===== config.mk =====
export PLATFORM = sky130hd
export DESIGN_NAME = tw_seq_gen
export DESIGN_NICKNAME = d
export VERILOG_FILES = /design/src/rtl/tw_pkg.sv /design/src/rtl/tw_qrom.sv /design/src/rtl/tw_seq_gen.sv
export SDC_FILE = /design/constraint.sdc
export NUM_CORES = 1
export LEC_CHECK = 0
export CAP_MARGIN = 20
export CORE_UTILIZATION = 65
export DETAILED_ROUTE_END_ITERATION = 7
export GPL_TIMING_DRIVEN = 0
export PLACE_DENSITY = 0.87
export SLEW_MARGIN = 15
export SYNTH_ARGS = -nofsm -noshare
export SYNTH_HDL_FRONTEND = slang
export SYNTH_SLANG_ARGS = --single-unit
export TNS_END_PERCENT = 10

===== constraint.sdc =====
create_clock -name clk -period 6.54 [get_ports clk]
set_input_delay 1.635 -clock clk [delete_from_list [all_inputs] [get_ports clk]]
set_output_delay 1.635 -clock clk [all_outputs]
set_load 0.02 [all_outputs]

===== src/rtl/tw_pkg.sv =====
// Shared definitions for the twiddle sequencer: FSM state encoding, the
// Q2.(W-2) unit value and the elaboration-time quarter-wave cosine generator.
package tw_pkg;

    typedef enum logic [1:0] {
        IDLE  = 2'd0,
        RUN   = 2'd1,
        DRAIN = 2'd2
    } state_t;

    localparam int  TW_DATA_W = 10;
    localparam int  ONE       = 1 << (TW_DATA_W - 2);
    localparam real TW_PI     = 3.14159265358979323846;

    // Only called for q in 0..n/4, where the cosine is non-negative, so +0.5 then truncate rounds.
    function automatic int cos_q(input int q, input int n, input int w);
        real scaled;
        scaled = $cos(2.0 * TW_PI * real'(q) / real'(n)) * real'(1 << (w - 2));
        return $rtoi(scaled + 0.5);
    endfunction

endpackage


===== src/rtl/tw_qrom.sv =====
// Quarter-wave cosine table (N/4+1 entries, Q2.(DATA_W-2)) with two
// independent combinational read ports.
module tw_qrom
    import tw_pkg::*;
#(
    parameter  int N_FFT  = 512,
    parameter  int DATA_W = TW_DATA_W,
    localparam int ADDR_W = $clog2(N_FFT) - 1
) (
    input  logic        [ADDR_W-1:0] addr_a,
    input  logic        [ADDR_W-1:0] addr_b,
    output logic signed [DATA_W-1:0] data_a,
    output logic signed [DATA_W-1:0] data_b
);

    localparam int DEPTH = N_FFT / 4 + 1;

    logic signed [DATA_W-1:0] rom [DEPTH];

    for (genvar q = 0; q < DEPTH; q++) begin : g_rom
        assign rom[q] = DATA_W'(cos_q(q, N_FFT, DATA_W));
    end

    assign data_a = rom[addr_a];
    assign data_b = rom[addr_b];

endmodule


===== src/rtl/tw_seq_gen.sv =====
// Radix-2 FFT twiddle sequencer: streams the N/2 twiddles of one stage from a
// quarter-wave cosine table through a two-stage stallable pipeline.
module tw_seq_gen
    import tw_pkg::*;
#(
    parameter  int N_FFT   = 512,
    parameter  int DATA_W  = TW_DATA_W,
    localparam int LOG2N   = $clog2(N_FFT),
    localparam int STAGE_W = $clog2(LOG2N),
    localparam int K_W     = LOG2N - 1
) (
    input  logic                      clk,
    input  logic                      rstn,
    input  logic                      start,
    input  logic        [STAGE_W-1:0] stage,
    input  logic                      inv,
    output logic                      busy,
    output logic                      tw_valid,
    input  logic                      tw_ready,
    output logic signed [DATA_W-1:0]  tw_re,
    output logic signed [DATA_W-1:0]  tw_im,
    output logic        [K_W-1:0]     tw_k,
    output logic                      tw_last,
    output logic                      done
);

    localparam int                 HALF      = N_FFT / 2;
    localparam int                 QTR       = N_FFT / 4;
    localparam logic [K_W-1:0]     LAST_IDX  = K_W'(HALF - 1);
    localparam logic [K_W-1:0]     QTR_K     = K_W'(QTR);
    localparam logic [STAGE_W-1:0] MAX_STAGE = STAGE_W'(LOG2N - 1);

    function automatic logic signed [DATA_W-1:0] apply_sign(
        input logic signed [DATA_W-1:0] val,
        input logic                     neg
    );
        return neg ? -val : val;
    endfunction

    state_t             state, state_nxt;
    logic [STAGE_W-1:0] stage_q;
    logic               inv_q;
    logic [K_W-1:0]     idx;
    logic               pipe_en, accept, issue, last_issue, last_hs;

    logic [K_W-1:0]     mask, k_issue, addr_re, addr_im;
    logic               neg_re, neg_im;

    logic               vld_p1, last_p1, neg_re_p1, neg_im_p1;
    logic [K_W-1:0]     k_p1, addr_re_p1, addr_im_p1;
    logic signed [DATA_W-1:0] cos_re, cos_im;

    assign pipe_en    = ~tw_valid | tw_ready;
    assign accept     = (state == IDLE) & start;
    assign issue      = (state == RUN) & pipe_en;
    assign last_issue = issue & (idx == LAST_IDX);
    assign last_hs    = tw_valid & tw_ready & tw_last;
    assign busy       = (state != IDLE);

    always_ff @(posedge clk or negedge rstn) begin
        if (!rstn) state <= IDLE;
        else       state <= state_nxt;
    end

    always_comb begin
        state_nxt = state;
        unique case (state)
            IDLE:    if (start)      state_nxt = RUN;
            RUN:     if (last_issue) state_nxt = DRAIN;
            DRAIN:   if (last_hs)    state_nxt = IDLE;
            default:                 state_nxt = IDLE;
        endcase
    end

    always_ff @(posedge clk or negedge rstn) begin
        if (!rstn) begin
            stage_q <= '0;
            inv_q   <= 1'b0;
            idx     <= '0;
            done    <= 1'b0;
        end else begin
            done <= (state == DRAIN) & last_hs;
            if (accept) begin
                stage_q <= (stage > MAX_STAGE) ? MAX_STAGE : stage;
                inv_q   <= inv;
                idx     <= '0;
            end else if (issue) begin
                idx <= idx + K_W'(1);
            end
        end
    end

    // k = (i mod (N >> (s+1))) << s, folded onto the first quarter wave.
    always_comb begin
        mask    = K_W'((HALF >> stage_q) - 1);
        k_issue = (idx & mask) << stage_q;
        neg_im  = ~inv_q;
        if (k_issue <= QTR_K) begin
            addr_re = k_issue;
            addr_im = QTR_K - k_issue;
            neg_re  = 1'b0;
        end else begin
            addr_re = K_W'(HALF - int'(k_issue));
            addr_im = K_W'(int'(k_issue) - QTR);
            neg_re  = 1'b1;
        end
    end

    // P1: exponent, table addresses and signs
    always_ff @(posedge clk or negedge rstn) begin
        if (!rstn) begin
            vld_p1     <= 1'b0;
            last_p1    <= 1'b0;
            k_p1       <= '0;
            addr_re_p1 <= '0;
            addr_im_p1 <= '0;
            neg_re_p1  <= 1'b0;
            neg_im_p1  <= 1'b0;
        end else if (pipe_en) begin
            vld_p1     <= issue;
            last_p1    <= last_issue;
            k_p1       <= k_issue;
            addr_re_p1 <= addr_re;
            addr_im_p1 <= addr_im;
            neg_re_p1  <= neg_re;
            neg_im_p1  <= neg_im;
        end
    end

    tw_qrom #(
        .N_FFT  (N_FFT),
        .DATA_W (DATA_W)
    ) u_qrom (
        .addr_a (addr_re_p1),
        .addr_b (addr_im_p1),
        .data_a (cos_re),
        .data_b (cos_im)
    );

    // P2: signed table data into the output registers
    always_ff @(posedge clk or negedge rstn) begin
        if (!rstn) begin
            tw_valid <= 1'b0;
            tw_last  <= 1'b0;
            tw_k     <= '0;
            tw_re    <= '0;
            tw_im    <= '0;
        end else if (pipe_en) begin
            tw_valid <= vld_p1;
            tw_last  <= last_p1;
            tw_k     <= k_p1;
            tw_re    <= apply_sign(cos_re, neg_re_p1);
            tw_im    <= apply_sign(cos_im, neg_im_p1);
        end
    end

endmodule


== After elaboration in Yosys (flattened, before gate mapping) ==
Memories as Yosys holds them, arrays and structs flattened.
Index checks and enable logic that the tools add are counted.

* Add/sub/neg operators: 7
* Magnitude comparators: 4
* Equal/unequal tests: 6
* Shift operators: 2
* Muxes and demuxes: 16
* Bitwise logic cells: 12
* Reductions and logical operators: 4

{| class="wikitable"
|+ Operators by type and width
! kind !! count
|-
| $mux 10 || 6
|-
| $mux 8 || 4
|-
| $neg 10->10 || 2
|-
| $ge 9x9->1 const B || 2
|-
| $not 8->9 || 2
|-
| $shr 9x4->8 const A || 1
|-
| $add 8x1->8 const B || 1
|-
| $and 8x8->8 || 1
|-
| $eq 8x8->1 const B || 1
|-
| $le 8x8->1 const B || 1
|-
| $shl 8x4->8 || 1
|-
| $sub 1x8->8 const A || 1
|-
| $sub 8x2->8 const B || 1
|-
| $sub 8x8->8 const A || 1
|-
| $sub 8x8->8 const B || 1
|-
| $and 1x1->1 || 6
|-
| $mux 2 || 3
|-
| $ne 2x2->1 const B || 3
|-
| $pmux 2 s3 || 1
|-
| $gt 4x4->1 const B || 1
|-
| $mux 4 || 1
|-
| $reduce_bool 2->1 || 2
|-
| $reduce_and 3->1 || 1
|-
| $eq 2x1->1 const B || 1
|-
| other kinds (5) || 6
|}

* Register bits: 74
* Memory bits (read-only): 5120
* Bits of input ports: 9
* Output and inout bits: 32
* Logic and storage cells: 70
* Memories: 2

{| class="wikitable"
|+ Memories
! memory !! words !! bits a word !! read ports !! clocked after Yosys merged registers in !! write ports !! line !! source
|-
| (name not given) || 256 || 10 || 1 || 0 || 0 || tw_qrom.sv:24 || <nowiki>assign data_a = rom[addr_a];</nowiki>
|-
| (name not given) || 256 || 10 || 1 || 0 || 0 || tw_qrom.sv:25 || <nowiki>assign data_b = rom[addr_b];</nowiki>
|}

== Depth between registers and ports, before layout ==
Gate-level depths: netlist of the first run.

* Word-level depth: 6
* Depth in mapped cells: 14
* Mapped depth without buffers: 12

== Cells and area by module ==
Synthesis of the first run repeated with hierarchy kept, for this count alone.

* Cell total of the unflattened synthesis: 809
* Area, all modules: 6339.8 um2

{| class="wikitable"
|+ By module, submodules not included
! module !! instances !! cells an instance !! area an instance (um2) !! seq. area each (um2)
|-
| tw_seq_gen || 1 || 422 || 3854.9 || 1801.7
|-
| tw_qrom || 1 || 387 || 2484.9 || 0.0
|}

== Least setup slack after synthesis of the first run ==
No wires, ideal clock.

* Path type: reg-to-reg
* From: reg, netlist name k_p1[0]
* To: reg tw_im[6]
* Library setup time: 130 ps
* Arrival time: 3162 ps
* Required time: 6410 ps
* Setup slack: 3249 ps
* Stages on the path, launching flop included: 14
* Path buffers: 1
* Clock period less this slack: 3291 ps
* Cell sequence: dfrtp_1 -> clkbuf_1 -> inv_1 -> ha_1 -> or2_2 -> a21oi_1 -> o21ai_0 -> a311oi_1 -> or2_2 -> ha_1 -> inv_1 -> o41ai_1 -> xor2_1 -> o21ai_1

{| class="wikitable"
|+ RTL lines
! item !! line !! source
|-
| end signal: assignment || tw_seq_gen.sv:153 || <nowiki>tw_im <= apply_sign(cos_im, neg_im_p1);</nowiki>
|-
| end: declaration || tw_seq_gen.sv:21 || <nowiki>output logic signed [DATA_W-1:0] tw_im,</nowiki>
|}

==> flow_summary.toml, run 1 <==
[sta]
fin_skew_ns = 0.0147
finalSetupTns_ns = 0
setup_viol = 0
min_period_ns = 4.41
rsz0062_at_grt = "no"
slew_violations = 0
finalCritPeriodShare_pct = 67.4
finalWorstSetupSlack_ns = 2.13
relSlewSlack_pct = 38.0
max_slew.worst_pin.slew_ns = 0.928
whs_ns = 0.485
fmaxAchievable_ghz = 0.227
finalHoldViolCount = 0

[floorplan]
die_y_um = 98.8
initial_utilization_pct = 68.5
core-area_sq_um = 8890
dieArea_sq_um = 9760
die_w_um = 98.8
io_pins = 41
fp-row-count = 34

[clock_network]
cts_buffers = 9
cts.path.max_buffers = 2
cts_resized = 0
cts_root_buf = "clkbuf_8"
post-cts-setup-buffer-count = 0
cts_sinks = 72
clk_latency_ns = 0.36
htreeDepth = 3
path_clk_slew_ns = 0.09
cts_tree = "yes"
hold_buffers = 0

[worst_setup_path]
path_delay_family = "compound AO/OA/AOI/OAI gates"
slowest_delay_ns = 0.60
cp.required_ns = 6.78
path_cells = "clkbuf_1 > inv_1 > ha_1 > or2_2 > a21oi_1 > o21ai_0 > a311oi_1 > or2_2 > ha_1 > inv_1 > o41ai_1 > xor2_1 > o21ai_1"
crit_buf_inv = 3
worstSetupStartpointType = "register"
worstSetupPathType = "register to register"
slowest_stage = "dfrtp_1"
worstPathArrival_ns = 4.65
crit_path_end_kind = "register"
cp_max_fo = 12

[synth]
synth-seq-area-share_pct = 29.6
synth_flop_cell = "dfrtp_1"
synth_top_cell_area_share_pct = 29.6
avgSynthCellArea_sq_um = 8.07
synth_edf_count = 0
ys_types = 83
yosysTopAreaCell = "dfrtp_1"
syn-num-nets = 785
ys_ff_latch = 72
syn_area_sq_um = 6090
async_reset_ff_share_pct = 100
synthTopCellsByArea = "dfrtp_1 (30%), nand2_1 (5.7%), o21ai_0 (4.8%)"
synthTopCellsByCount = "nand2_1 (93), dfrtp_1 (72), o21ai_0 (58)"
synthCells = 754
ys_warn_count = 0
synth_most_common_cell = "nand2_1"

[route]
vias_per_cell = 7.37
first_pass_iters = 8
ant_nets = 0
wl_um = 21300
drc = 1
num_vias = 6780
drtIter0Drc = 886
post_drt_wl_per_cell_um = 23.2

[finish]
layout-drive-gt1-share_pct = 9.48
stdcell_area_sq_um = 6870
final_core_util_pct = 77.3
regArea_sq_um = 1800
multi_input_area_sq_um = 3900
area_delta_synth_final_pct = 12.9
diodes = 0
layout.nets = 838
nFillCells = 557
final-instance-count-excl-fill = 920

[grt]
grt_max_degree = 38
grt_antenna_before_repair = 0
grt_pass1_vias = 6603
grt_usage_pct = 45.4
grt_first_pass_wirelength_um = 34800
grt_overflow = 0

[power]
power_per_cell_area_nw_per_um2 = 559
power_mw = 3.84
p_clk_share_pct = 10.6
peakVddDrop_mv = 0.353
netSwitchingPower_mw = 2.00
seqPwrFrac_pct = 19.9
p_int_mw = 1.84
power_leakage_nw = 2.82
p_comb_share_pct = 69.5
swShare_pct = 52.1

[placed_design]
dp.cells = 903
place_area_sq_um = 6640
io_buffers = 40
pre_cts_ws_ns = 2.34
place_congestion = 0.993
post-dp-hpwl_um = 14000

[job]
drv_cap = 0

[min_path]
hold_class = "register to register"

[status]
status = "complete, but fails checks"
violations = "DRC"
==> power groups by stage <==
| stage | logic (mW) | clock network [mW] | registers, mW |
|---|---|---|---|
| finish | 2.67 | 0.406 | 0.765 |
| global route | 2.84 | 0.415 | 0.776 |
| CTS | 2.56 | 0.398 | 0.752 |
| detailed placement | 2.48 | 0 | 0.753 |
| global placement | 2.40 | 0 | 0.738 |
| floorplan | 1.72 | 0 | 0.798 |
==> cell type report <==
cell class                      instances  area share, %
Clock buffer                           10           1.86
Sequential cell                        72           26.2
Tap cell                              108           1.97
Buffer                                 63           4.42
Clock inverter                          6           1.35
Inverter                               23           1.26
Timing Repair Buffer                   42           6.26
Multi-Input combinational cell        596           56.7
==> layout by cell type, fill, tap and decap left out, drive strengths merged, types with 8 or more instances in the layout <==
cell / synthesis / final
xor2: 14 / 14
clkdlybuf4s50: 0 / 39
o21ai: 63 / 63
buf: 28 / 30
inv: 21 / 22
nor2b: 23 / 23
nand2: 93 / 93
a211oi: 10 / 10
a31oi: 9 / 9
nand2b: 26 / 26
mux2i: 15 / 15
nor3b: 10 / 10
dfrtp: 72 / 72
ha: 22 / 22
nor2: 57 / 57
o31ai: 8 / 8
a21oi: 38 / 38
clkbuf: 35 / 45
xnor2: 17 / 17
nor3: 17 / 17
nand3: 25 / 25
a21o: 9 / 9
o211ai: 12 / 12
==> metal layers <==
| layer | up-vias | wire (um) | global-route usage (%) |
|---|---|---|---|
| met5 | - | 0 | 0 |
| met4 | 0 | 1180 | 22.5 |
| met3 | 149 | 2520 | 10.0 |
| met2 | 648 | 9780 | 72.5 |
| met1 | 3152 | 7830 | 58.6 |
| li1 | 2831 | - | - |
==> logic make-up (layout without fill, tap and decap cells) <==
family / Yosys count / after routing / synth area share, %
mux: 24 / 24 / 5.06
xor+xnor: 31 / 31 / 4.46
fa+ha+maj: 22 / 22 / 4.52
buf+inv: 86 / 144 / 6.41
compound gates: 222 / 222 / 25.4
flops: 72 / 72 / 29.6
simple gates: 297 / 297 / 24.5
==> path summary, 6_finish.rpt <==
check / endpoint / from / cells past startpoint / slack [ns]
setup reg to reg: tw_im[6] / k_p1[0] / 13 / 2.13
min in group asynchronous: done / rstn / 1 / 1.23
setup / recovery: tw_im[6] / k_p1[0] / 13 / 2.13
max in group asynchronous: tw_im[8] / rstn / 2 / 4.74
hold / removal: neg_im_p1 / inv_q / 1 / 0.48
hold reg to reg: neg_im_p1 / inv_q / 1 / 0.48
==> sequential cells by signal, indices dropped and copies added, names as in the netlist <==
name	flops
tw_im	10
state	2
last_p1	1
k_p1	8
tw_re	10
tw_last	1
vld_p1	1
done	1
idx	8
tw_k	8
addr_re_p1	7
inv_q	1
stage_q	4
addr_im_p1	7
neg_im_p1	1
tw_valid	1
neg_re_p1	1
==> worst register-to-register path: cells and delay by family (launching register included) <==
kind | cells | cell delay (ns)
adders and majority gates | 2 | 0.66
AOI/OAI and AO/OA | 5 | 1.29
buffers and inverters | 3 | 0.99
xor gates and xnor gates | 1 | 0.18
DFF | 1 | 0.60
and+or+nand+nor | 2 | 0.57
Power figures use the tool's default switching activity.
==> run 2, diff against run 1 <==
- CORE_UTILIZATION: 65 -> 55
- PLACE_DENSITY: 0.87 -> 0.78
- clock period: 6.54 -> 3.95 ns (I/O delays scaled with it)
==> flow_summary.toml, run 2 (synthesis results as in run 1) <==
[worst_setup_path]
reg2reg_depth = 15
worstPathArrival_ns = 4.00
crit_path_end_kind = "register"
cp.required_ns = 4.19
worstSetupStartpointType = "register"
cp_max_fo = 12
worstSetupPathType = "register to register"

[finish]
nFillCells = 921
final_cell_mix = "nand2_1 (93), dfrtp_1 (70), o21ai_0 (58)"
reg_top3 = "tw_im x10, tw_re x10"
diodes = 0
area_delta_synth_final_pct = 14.3
layout-drive-gt1-share_pct = 10.5
layout.nets = 842
regArea_sq_um = 1800
final-instance-count-excl-fill = 956
multi_input_area_sq_um = 3900
final_common_cell = "nand2_1"

[sta]
rsz0062_at_grt = "no"
max_slew.worst_pin.slew_ns = 1.03
relSlewSlack_pct = 29.9
slew_violations = 0
fin_skew_ns = 0.0115
finalCritPeriodShare_pct = 95.2
finalSetupTns_ns = 0
setup_viol = 0
finalHoldViolCount = 0
fmaxAchievable_ghz = 0.266
min_period_ns = 3.76

[grt]
grt_overflow = 0
grt_antenna_before_repair = 0
grt_pass1_vias = 5776
grt_max_degree = 58
grt_first_pass_wirelength_um = 29900
grt_usage_pct = 33.2

[route]
drtIter0Drc = 664
wl_um = 18500
num_vias = 6175
drc = 0
first_pass_iters = 7
vias_per_cell = 6.46
ant_nets = 0
post_drt_wl_per_cell_um = 19.3

[placed_design]
post-dp-hpwl_um = 13300
place_congestion = 0.974
dp.cells = 935
io_buffers = 40

[min_path]
hold_class = "register to register"
hold_depth = 1

[power]
power_leakage_nw = 2.84
peakVddDrop_mv = 0.528
power_per_cell_area_nw_per_um2 = 877

[floorplan]
dieArea_sq_um = 11500
initial_utilization_pct = 56.4
fp-row-count = 38
core-area_sq_um = 10800
die_y_um = 107
die_w_um = 107
io_pins = 41

[clock_network]
cts_tree = "yes"
cts.path.max_buffers = 2
cts_sinks = 72
htreeDepth = 3
cts_buffers = 9
path_clk_slew_ns = 0.08
cts_root_buf = "clkbuf_8"
clk_latency_ns = 0.36

[status]
status = "completed"

[job]
drv_cap = 0
## run 2: where the power goes
| group | total [mW] | switching (mW) | leakage (nW) | internal, mW |
|---|---|---|---|---|
| Combinational | 4.22 | 2.54 | 1.84 | 1.68 |
| Sequential | 1.23 | 0.238 | 0.891 | 0.995 |
| Clock | 0.650 | 0.278 | 0.106 | 0.372 |
| Total | 6.10 | 3.06 | 2.84 | 3.05 |
## run 2: per-stage QoR
stage	setup slack [ns]	util, %	power [mW]	area (sq um)	hold slack (ns)
finish	0.191	64.5	6.10	6960	0.463
global route	0.0419	64.5	6.50	6960	0.479
CTS	0.0110	64.0	5.98	6910	0.460
detailed placement	-0.177	62.0	5.31	6690	0.448
global placement	-0.485	61.7	5.24	6660	0.429
floorplan	0.659	-	4.17	6090	0.414
## run 2: cell type report
class / instances / share of cell area (%)
Sequential cell: 72 / 25.9
Clock inverter: 5 / 1.15
Buffer: 63 / 4.42
Multi-Input combinational cell: 596 / 56.0
Tap cell: 140 / 2.52
Timing Repair Buffer: 46 / 6.65
Inverter: 23 / 1.29
Clock buffer: 11 / 2.03
## run 2: routing by layer
| layer | vias to the layer above | GRT usage [%] | wire [um] |
|---|---|---|---|
| met4 | 0 | 13.0 | 454 |
| met1 | 2976 | 46.5 | 8150 |
| met5 | - | 0 | 0 |
| li1 | 2833 | - | - |
| met2 | 322 | 51.4 | 8390 |
| met3 | 44 | 5.23 | 1490 |
## run 2: path summary, 6_finish.rpt
path                         start         end  slack, ns
max                        k_p1[0]    tw_re[6]       0.19
min                          inv_q   neg_im_p1       0.46
max reg2reg                k_p1[0]    tw_re[6]       0.19
min reg2reg                  inv_q   neg_im_p1       0.46
max in group asynchronous     rstn  stage_q[3]       2.90
min in group asynchronous     rstn    tw_im[3]       0.49
## run 2: worst max-delay path, stage by stage, from the launching register on
cell,delay [ns]
dfrtp_2,0.51
buf_4,0.24
clkinvlp_4,0.19
buf_4,0.20
ha_1,0.26
buf_2,0.20
nand2b_1,0.20
nor2_1,0.06
a2111o_1,0.40
a31oi_1,0.21
o21ai_1,0.18
ha_1,0.28
and2_0,0.16
a41oi_2,0.20
xnor2_1,0.09
mux2_2,0.27
## run 2: what timing repair did
action / 4_1_cts / 5_1_grt
setup endpoints to repair: 7 / 8
resized for setup: 1 / 6
hold buffers: 0 / 0
pin swaps: 0 / 1
setup buffers: 0 / 5
==> run 3, diff against run 2 <==
- CAP_MARGIN: 20 -> unset
==> results of run 3 <==
Final layout, timing and power as in run 2 (identical DEF).
